===== config.mk =====
export PLATFORM = sky130hd
export DESIGN_NAME = ldm_stm_sequencer
export DESIGN_NICKNAME = d
export VERILOG_FILES = /design/src/rtl/ldm_stm_sequencer_pkg.sv /design/src/rtl/ldm_stm_sequencer_lowest_set_bit_enc.sv /design/src/rtl/ldm_stm_sequencer.sv
export SDC_FILE = /design/constraint.sdc
export NUM_CORES = 1
export LEC_CHECK = 0
export CORE_ASPECT_RATIO = 2
export CORE_MARGIN = 2
export CORE_UTILIZATION = 55
export CTS_BUF_LIST = sky130_fd_sc_hd__clkbuf_4 sky130_fd_sc_hd__clkbuf_8 sky130_fd_sc_hd__clkbuf_16
export DETAILED_ROUTE_END_ITERATION = 7
export MAX_ROUTING_LAYER = met4
export PLACE_DENSITY = 0.78
export SYNTH_ARGS = -nofsm -noshare
export SYNTH_HDL_FRONTEND = slang
export SYNTH_SLANG_ARGS = --single-unit

===== constraint.sdc =====
create_clock -name clk_i -period 7.98 [get_ports clk_i]
set_clock_uncertainty 0.15 [all_clocks]
set_input_delay 1.197 -clock clk_i [delete_from_list [all_inputs] [get_ports clk_i]]
set_output_delay 1.197 -clock clk_i [all_outputs]
set_load 0.03 [all_outputs]

===== src/rtl/ldm_stm_sequencer_pkg.sv =====
// Shared types and constants for the LDM/STM multi-register transfer sequencer.
package ldm_stm_sequencer_pkg;

  // Sequencer FSM states
  typedef enum logic [2:0] {
    StIdle,
    StSetup,
    StAddr,
    StXfer,
    StWb,
    StDone,
    StErr
  } state_e;

  // Addressing mode 4, encoded as {p_bit, u_bit}
  typedef enum logic [1:0] {
    ModeDa = 2'b00,
    ModeIa = 2'b01,
    ModeDb = 2'b10,
    ModeIb = 2'b11
  } mode_e;

  localparam int unsigned DefaultWordBytes = 4;

endpackage


===== src/rtl/ldm_stm_sequencer_lowest_set_bit_enc.sv =====
// Priority encoder: index of the lowest set bit of a vector, plus an any-bit-set flag.
module ldm_stm_sequencer_lowest_set_bit_enc #(
  parameter int unsigned Width = 16,
  localparam int unsigned IdxW = (Width > 1) ? $clog2(Width) : 1
) (
  input  logic [Width-1:0] vec_i,
  output logic [IdxW-1:0]  idx_o,
  output logic             any_o
);

  // Scan from the top down so the lowest set bit is the last one written
  always_comb begin
    idx_o = '0;
    any_o = 1'b0;
    for (int i = int'(Width) - 1; i >= 0; i--) begin
      if (vec_i[i]) begin
        idx_o = IdxW'(i);
        any_o = 1'b1;
      end
    end
  end

endmodule


===== src/rtl/ldm_stm_sequencer.sv =====
// LDM/STM sequencer: walks a register list, driving MAR/MDR/RF strobes with a MOC
// handshake, optional base writeback, and a MOC timeout that aborts the transfer.
module ldm_stm_sequencer
  import ldm_stm_sequencer_pkg::*;
#(
  parameter int unsigned NUM_REGS    = 16,
  parameter int unsigned ADDR_W      = 32,
  parameter int unsigned WORD_BYTES  = DefaultWordBytes,
  parameter int unsigned MOC_TIMEOUT = 15,
  localparam int unsigned RW = (NUM_REGS > 1) ? $clog2(NUM_REGS) : 1
) (
  input  logic                clk_i,
  input  logic                rst_ni,
  input  logic                start_i,
  input  logic                p_bit_i,
  input  logic                u_bit_i,
  input  logic                w_bit_i,
  input  logic                l_bit_i,
  input  logic [RW-1:0]       rn_idx_i,
  input  logic [NUM_REGS-1:0] reg_list_i,
  input  logic [ADDR_W-1:0]   base_addr_i,
  input  logic                moc_i,
  output logic                busy_o,
  output logic                done_o,
  output logic                error_o,
  output logic                mar_ld_o,
  output logic [ADDR_W-1:0]   mar_addr_o,
  output logic                mdr_ld_o,
  output logic                mov_o,
  output logic                r_w_o,
  output logic [RW-1:0]       rf_sel_o,
  output logic                rf_ld_o,
  output logic                wb_ld_o,
  output logic [ADDR_W-1:0]   wb_value_o
);

  localparam int unsigned CW = RW + 1;
  localparam int unsigned TW = $clog2(MOC_TIMEOUT + 1);

  function automatic logic [CW-1:0] popcount(input logic [NUM_REGS-1:0] v);
    logic [CW-1:0] c;
    c = '0;
    for (int i = 0; i < int'(NUM_REGS); i++) c = c + CW'(v[i]);
    return c;
  endfunction

  state_e              state_q;
  mode_e               mode_q;
  logic                l_q, wb_en_q;
  logic [NUM_REGS-1:0] list_q;
  logic [ADDR_W-1:0]   base_q, addr_q;
  logic [TW-1:0]       cnt_q;

  logic                busy_q, done_q, error_q, mar_ld_q, mdr_ld_q, mov_q, r_w_q, wb_ld_q;
  logic [ADDR_W-1:0]   mar_addr_q, wb_value_q;
  logic [RW-1:0]       rf_sel_q;

  logic [ADDR_W-1:0]   stride, span, start_addr, wb_calc, next_addr;
  logic [NUM_REGS-1:0] list_rest, enc_in;
  logic [RW-1:0]       enc_idx;
  logic                enc_any;

  // Start address and writeback value by mode; remaining list after the current transfer
  always_comb begin
    stride     = ADDR_W'(WORD_BYTES);
    span       = ADDR_W'(popcount(list_q)) * stride;
    start_addr = base_q;
    case (mode_q)
      ModeIa:  start_addr = base_q;
      ModeIb:  start_addr = base_q + stride;
      ModeDa:  start_addr = base_q - span + stride;
      ModeDb:  start_addr = base_q - span;
      default: start_addr = base_q;
    endcase
    wb_calc   = mode_q[0] ? base_q + span : base_q - span;
    next_addr = addr_q + stride;
    // rf_sel is always the lowest set bit, so x & (x-1) clears exactly that one
    list_rest = list_q & (list_q - NUM_REGS'(1));
    enc_in    = (state_q == StXfer) ? list_rest : list_q;
  end

  ldm_stm_sequencer_lowest_set_bit_enc #(
    .Width (NUM_REGS)
  ) u_lsb_enc (
    .vec_i (enc_in),
    .idx_o (enc_idx),
    .any_o (enc_any)
  );

  // Sequencer FSM with registered strobes
  always_ff @(posedge clk_i or negedge rst_ni) begin
    if (!rst_ni) begin
      state_q    <= StIdle;
      mode_q     <= ModeDa;
      l_q        <= 1'b0;
      wb_en_q    <= 1'b0;
      list_q     <= '0;
      base_q     <= '0;
      addr_q     <= '0;
      cnt_q      <= '0;
      busy_q     <= 1'b0;
      done_q     <= 1'b0;
      error_q    <= 1'b0;
      mar_ld_q   <= 1'b0;
      mar_addr_q <= '0;
      mdr_ld_q   <= 1'b0;
      mov_q      <= 1'b0;
      r_w_q      <= 1'b0;
      rf_sel_q   <= '0;
      wb_ld_q    <= 1'b0;
      wb_value_q <= '0;
    end else begin
      done_q   <= 1'b0;
      error_q  <= 1'b0;
      mar_ld_q <= 1'b0;
      mdr_ld_q <= 1'b0;
      wb_ld_q  <= 1'b0;
      unique case (state_q)
        StIdle: begin
          if (start_i) begin
            mode_q  <= mode_e'({p_bit_i, u_bit_i});
            l_q     <= l_bit_i;
            // A load that includes the base register keeps the loaded value
            wb_en_q <= w_bit_i & ~(l_bit_i & reg_list_i[rn_idx_i]);
            list_q  <= reg_list_i;
            base_q  <= base_addr_i;
            busy_q  <= 1'b1;
            state_q <= StSetup;
          end
        end
        StSetup: begin
          wb_value_q <= wb_calc;
          addr_q     <= start_addr;
          if (!enc_any) begin
            done_q  <= 1'b1;
            state_q <= StDone;
          end else begin
            mar_ld_q   <= 1'b1;
            mar_addr_q <= start_addr;
            rf_sel_q   <= enc_idx;
            mdr_ld_q   <= ~l_q;
            state_q    <= StAddr;
          end
        end
        StAddr: begin
          mov_q   <= 1'b1;
          r_w_q   <= l_q;
          cnt_q   <= '0;
          state_q <= StXfer;
        end
        StXfer: begin
          if (moc_i) begin
            list_q <= list_rest;
            addr_q <= next_addr;
            cnt_q  <= '0;
            mov_q  <= 1'b0;
            r_w_q  <= 1'b0;
            if (enc_any) begin
              mar_ld_q   <= 1'b1;
              mar_addr_q <= next_addr;
              rf_sel_q   <= enc_idx;
              mdr_ld_q   <= ~l_q;
              state_q    <= StAddr;
            end else if (wb_en_q) begin
              wb_ld_q <= 1'b1;
              state_q <= StWb;
            end else begin
              done_q  <= 1'b1;
              state_q <= StDone;
            end
          end else if (cnt_q == TW'(MOC_TIMEOUT - 1)) begin
            mov_q   <= 1'b0;
            r_w_q   <= 1'b0;
            error_q <= 1'b1;
            state_q <= StErr;
          end else begin
            cnt_q <= cnt_q + TW'(1);
          end
        end
        StWb: begin
          done_q  <= 1'b1;
          state_q <= StDone;
        end
        StDone, StErr: begin
          busy_q  <= 1'b0;
          state_q <= StIdle;
        end
        default: state_q <= StIdle;
      endcase
    end
  end

  assign busy_o     = busy_q;
  assign done_o     = done_q;
  assign error_o    = error_q;
  assign mar_ld_o   = mar_ld_q;
  assign mar_addr_o = mar_addr_q;
  assign mdr_ld_o   = mdr_ld_q;
  assign mov_o      = mov_q;
  assign r_w_o      = r_w_q;
  assign rf_sel_o   = rf_sel_q;
  assign wb_ld_o    = wb_ld_q;
  assign wb_value_o = wb_value_q;
  // Load data is written back in the same cycle the memory completes
  assign rf_ld_o    = (state_q == StXfer) & l_q & moc_i;

endmodule


# Word-level counts from Yosys, hierarchy flattened
# Index checks and enable logic that the tools add are counted.
# Widths: inputs -> output; s select.
# totals
regBits	167
latchBits	0
mem_bits_rw	0
romBits	0
in_bits	60
out_inout_bits	77
wordCells	163
memories	0
# op_classes
addsub	22
multipliers	0
n_div	0
magnitude_cmp	1
n_eq_ne	16
shifts	0
n_mux	83
bitwise	7
n_reduce_logical	15
# ops
op	count
$mux 32	5
$pmux 32 s2	2
$pmux 32 s4	1
$add 32x3->32 const B	3
$mux 4	20
$add 5x1->5	11
$mux 16	3
$mux 1	36
$add 32x7->32	1
$pmux 16 s2	1
$sub 32x7->32	1
$and 16x16->16	1
$pmux 4 s2	2
$sub 16x1->16 const B	1
$mux 3	5
$pmux 3 s5	1
$reduce_and 2->1	6
$pmux 1 s2	5
$eq 3x3->1 const B	3
$ne 2x2->1 const B	4
$reduce_bool 2->1	4
$eq 3x2->1 const B	2
$ne 3x3->1 const B	2
$add 4x1->5	1
other kinds (18)	23

# Logic depth before layout (Yosys ltp)
# depth
depth_word	22
mapped_depth	26
mapped_depth_nobuf	24

# By module
# A second synthesis with hierarchy kept.
# unflattened
cells_unflattened	1448
hier_area_um2	11985.2
# modules_own_cells
mod	instances	cells_per_inst	area_each_um2	seq_area_each_um2
ldm_stm_sequencer	1	1415	11806.3	4179.0
ldm_stm_sequencer_lowest_set_bit_enc	1	33	178.9	0.0

# Worst setup path before layout
# OpenSTA, ideal clock, no wires.
# synth_path
path_type	reg2reg
start	register list_q[5]
end	register addr_q[27]
arrival_time_ps	6788
setup_slack_ps	908
stages_incl_launch_ff	23
n_path_buf	3
path_cell_list	dfrtp_1 > clkbuf_1 > inv_1 > fa_1 > fa_1 > fa_1 > fa_1 > inv_1 > ha_1 > fa_1 > ha_1 > or2_2 > a2111oi_2 > buf_2 > o31ai_1 > a222oi_1 > nand3_1 > or2_2 > clkbuf_1 > nor4_1 > xor2_1 > a211oi_1 > o21ai_0
# synth_between
elab_chain_cells	15
# synth_rtl
element	line	source
start: declaration	ldm_stm_sequencer.sv:50	logic [NUM_REGS-1:0] list_q;
start signal: assignment	ldm_stm_sequencer.sv:125	list_q <= reg_list_i;
start signal: assignment	ldm_stm_sequencer.sv:153	list_q <= list_rest;
$add 5x1->5 * (11 in a row)	ldm_stm_sequencer.sv:43	for (int i = 0; i < int'(NUM_REGS); i++) c = c + CW'(v[i]);
$sub 32x7->32 *	ldm_stm_sequencer.sv:71, ldm_stm_sequencer.sv:72	
$add 32x3->32	ldm_stm_sequencer.sv:71	ModeDa: start_addr = base_q - span + stride;
$pmux 32 s4 *	ldm_stm_sequencer.sv:68	case (mode_q)
$pmux 32 s2 *	ldm_stm_sequencer.sv:118	unique case (state_q)
end signal: assignment	ldm_stm_sequencer.sv:133	addr_q <= start_addr;
end signal: assignment	ldm_stm_sequencer.sv:154	addr_q <= next_addr;
end: declaration	ldm_stm_sequencer.sv:51	logic [ADDR_W-1:0] base_q, addr_q;
# Mark *: on every way between the ends. The rest lies on a longest branch, timed or not.
# A chain may end at the register's enable or synchronous reset.

# Final worst setup path
# layout_path
start	register list_q[3]
end	register mar_addr_q[31] (netlist: mar_addr_o[31])
# layout_between
elab_chain_cells	21
word_cells_on_any_way	40
classes_between	add/sub: 16; eq/ne: 2; mux: 20; bitwise: 1; reduce/logical: 1
# layout_rtl
element	line	source
parallel branches: the longest is 21 deep, another holds $add 4x1->5	n/a	
end signal: assignment	ldm_stm_sequencer.sv:139	mar_addr_q <= start_addr;
end signal: assignment	ldm_stm_sequencer.sv:160	mar_addr_q <= next_addr;
end: declaration	ldm_stm_sequencer.sv:55	logic [ADDR_W-1:0] mar_addr_q, wb_value_q;
# Several ways; the timed one is not identified. The select of a mux whose other input is x is not followed.

==> impl_metrics.ini <==
[outcome]
status = finished, final reports clean

[grt]
track_usage_pct = 38.6
grt-busiest-layer = met2
grt_pass1_vias = 12000
met2_usage_pct = 65.1
grt_start_max_net_pins = 90
grt_pass1_wl_microns = 64700
grt_util_met3_pct = 8.25
use_met1_pct = 37.5
antenna_found_initial = 1
overflow = 0

[cts]
cts_tree = yes
cts_hold_buf = 0
post_cts_resized = 0
cts-root-buf = clkbuf_16
clkLatencyLatePin_ns = 0.48
cts_buffer_depth = 2
post-cts-setup-buffers = 0
cts.sinks = 167
cts_buffers = 17
h-tree-depth = 4
path_clk_slew_ns = 0.08

[detailed_routing]
drc = 0
wl_per_cell_microns = 22.4
wl_microns = 41000
vias_per_cell = 6.33
dr.pass1.iters = 5
postRouteAntennaNets = 0
num_vias = 11600
drt_iter0_drc = 714

[die]
start_util_pct = 55.6
rows = 76
die-area_sq_um = 22900
io_pins = 137
die_x_microns = 108
core-area_sq_um = 21400
die_h_microns = 212

[finish]
area_growth_pct = 18.3
finalNetCount = 1640
drive_gt1_share_pct = 8.03
final_common_cell = nand2_1
layout_common_cells = nand2_1, dfrtp_1, o21ai_0
multi_input_area_sq_um = 7140
nFillCells = 1869
regArea_sq_um = 4180

[placed_design]
place_congestion = 1.04
place_hpwl_microns = 30300
port-buffer-count = 136

[yosys]
yosysWarnings = 0
ys_seq_area_share_pct = 35.1
synth_area_sq_um = 11900
ys_seq_elements = 167
synthFlopType = dfrtp_1
syn_area_per_cell_sq_um = 8.15
async_flop_share_pct = 100
synth_edf_count = 0
netlist_instances = 1459
yosysUniqueCellTypes = 81
syn-num-nets = 1556

[timing]
slew_headroom_pct = 26.6
min_period_ns = 7.62
fin_setup_tns_ns = 0
worst_pin_slew_ns = 1.09
grt_setup_unrepaired = false
max_freq_mhz = 131
period_share_pct = 95.5
setup_violations = 0
hold_viol_final = 0
slew_viol_final = 0

[worst_setup_path]
arrival_ns = 7.85
path_max_fanout = 10
crit_type = reg2reg
required_ns = 8.21
worstSetupStartpointType = register
worstSetupEndpointType = register

[flow_run]
drv_cap = 0

[hold_path]
min_path_type = reg2reg
-- per-layer routing --
layer	vias to the layer above	share of wire [%]
met5	-	0
met4	0	8.6
met3	198	5.2
met2	437	52
met1	5579	34
li1	5369	-
-- synthesized netlist by cell type (13+ instances only) --
cell      instances  area [sq um]
nor3_1           42           210
ha_1             25           313
o21ai_0         151           756
nor2_1          106           398
and3_1           15          93.8
o31ai_1          19           143
or3_1            15          93.8
a21oi_1          89           445
dfrtp_1         167          4180
nor4_1           19           119
xnor2_1          65           569
xor2_1           36           315
a31oi_1          23           144
inv_1            51           191
or4_1            13          97.6
mux2_2           30           338
nand2_1         212           796
clkbuf_1         94           353
nand3_1          49           245
-- flip-flops by register name, summed over array words and instances (netlist names), 2 cells and up --
name / flops
base_q: 32
mar_addr_o: 32
state_q: 3
addr_q: 32
rf_sel_o: 4
list_q: 16
wb_value_o: 32
cnt_q: 4
mode_q: 2
-- through the flow --
step           area [sq um]  std cells  setup WS (ns)  utilization (%)  hold slack (ns)
6_report              14100       1831          0.359             65.8            0.327
5_1_grt               14100       1830         0.0329             65.7            0.350
4_1_cts               14100       1829          0.441             65.7            0.334
3_5_place_dp          13500       1797          0.439             63.0            0.314
3_3_place_gp          13500       1797          0.615             63.0            0.309
2_1_floorplan         11900       1459          0.908                -            0.286
-- kinds of logic (layout without fill, tap and decap cells) --
family | after synthesis | count (layout) | synth area share [%]
buffers and inverters | 156 | 253 | 5.06
multiplexers | 47 | 47 | 4.81
XOR/XNOR | 101 | 101 | 7.44
flip-flops | 167 | 167 | 35.1
AND/OR/NAND/NOR | 540 | 540 | 21.4
adder cells (fa/ha/maj) | 38 | 38 | 4.73
AO/OA/AOI/OAI | 410 | 410 | 21.4
other | 0 | 2 | 0
-- worst paths after layout --
kind	to	slack, ns	start	cells past startpoint
worst max-delay path	mar_addr_o[31]	0.36	list_q[3]	21
worst min-delay path	wb_value_o[0]	0.33	wb_value_o[0]	2
worst max register to register	mar_addr_o[31]	0.36	list_q[3]	21
worst min register to register	wb_value_o[0]	0.33	wb_value_o[0]	2
max in group asynchronous	mar_addr_o[2]	5.43	rst_ni	2
min in group asynchronous	list_q[12]	0.65	rst_ni	1
-- worst max-delay path: stages, from the launching register on --
cell	delay, ns
dfrtp_1	0.49
inv_1	0.12
fa_1	0.59
fa_1	0.46
fa_1	0.48
fa_1	0.51
inv_1	0.05
ha_1	0.20
fa_1	0.40
a21o_1	0.19
and2_1	0.19
ha_1	0.46
nand2b_1	0.22
nand3_1	0.32
a2111oi_0	0.78
o211a_1	0.25
o21ai_0	0.19
or4_4	0.58
nor4_4	0.33
o21ai_1	0.14
xnor2_1	0.17
o31ai_1	0.26
-- cell type report --
type                       instances  area share (%)
antenna                            2          0.0356
clock buffer                      18            3.12
clock inverter                    14            1.09
inverter                          52            1.39
multi-input combinational       1136            50.8
sequential                       167            29.7
tap                              273            2.43
timing repair buffer             169            11.4
Power is left out: the tool's default activity adds up to more than one toggle a clock period on the data nets, which glitch-free logic cannot reach.
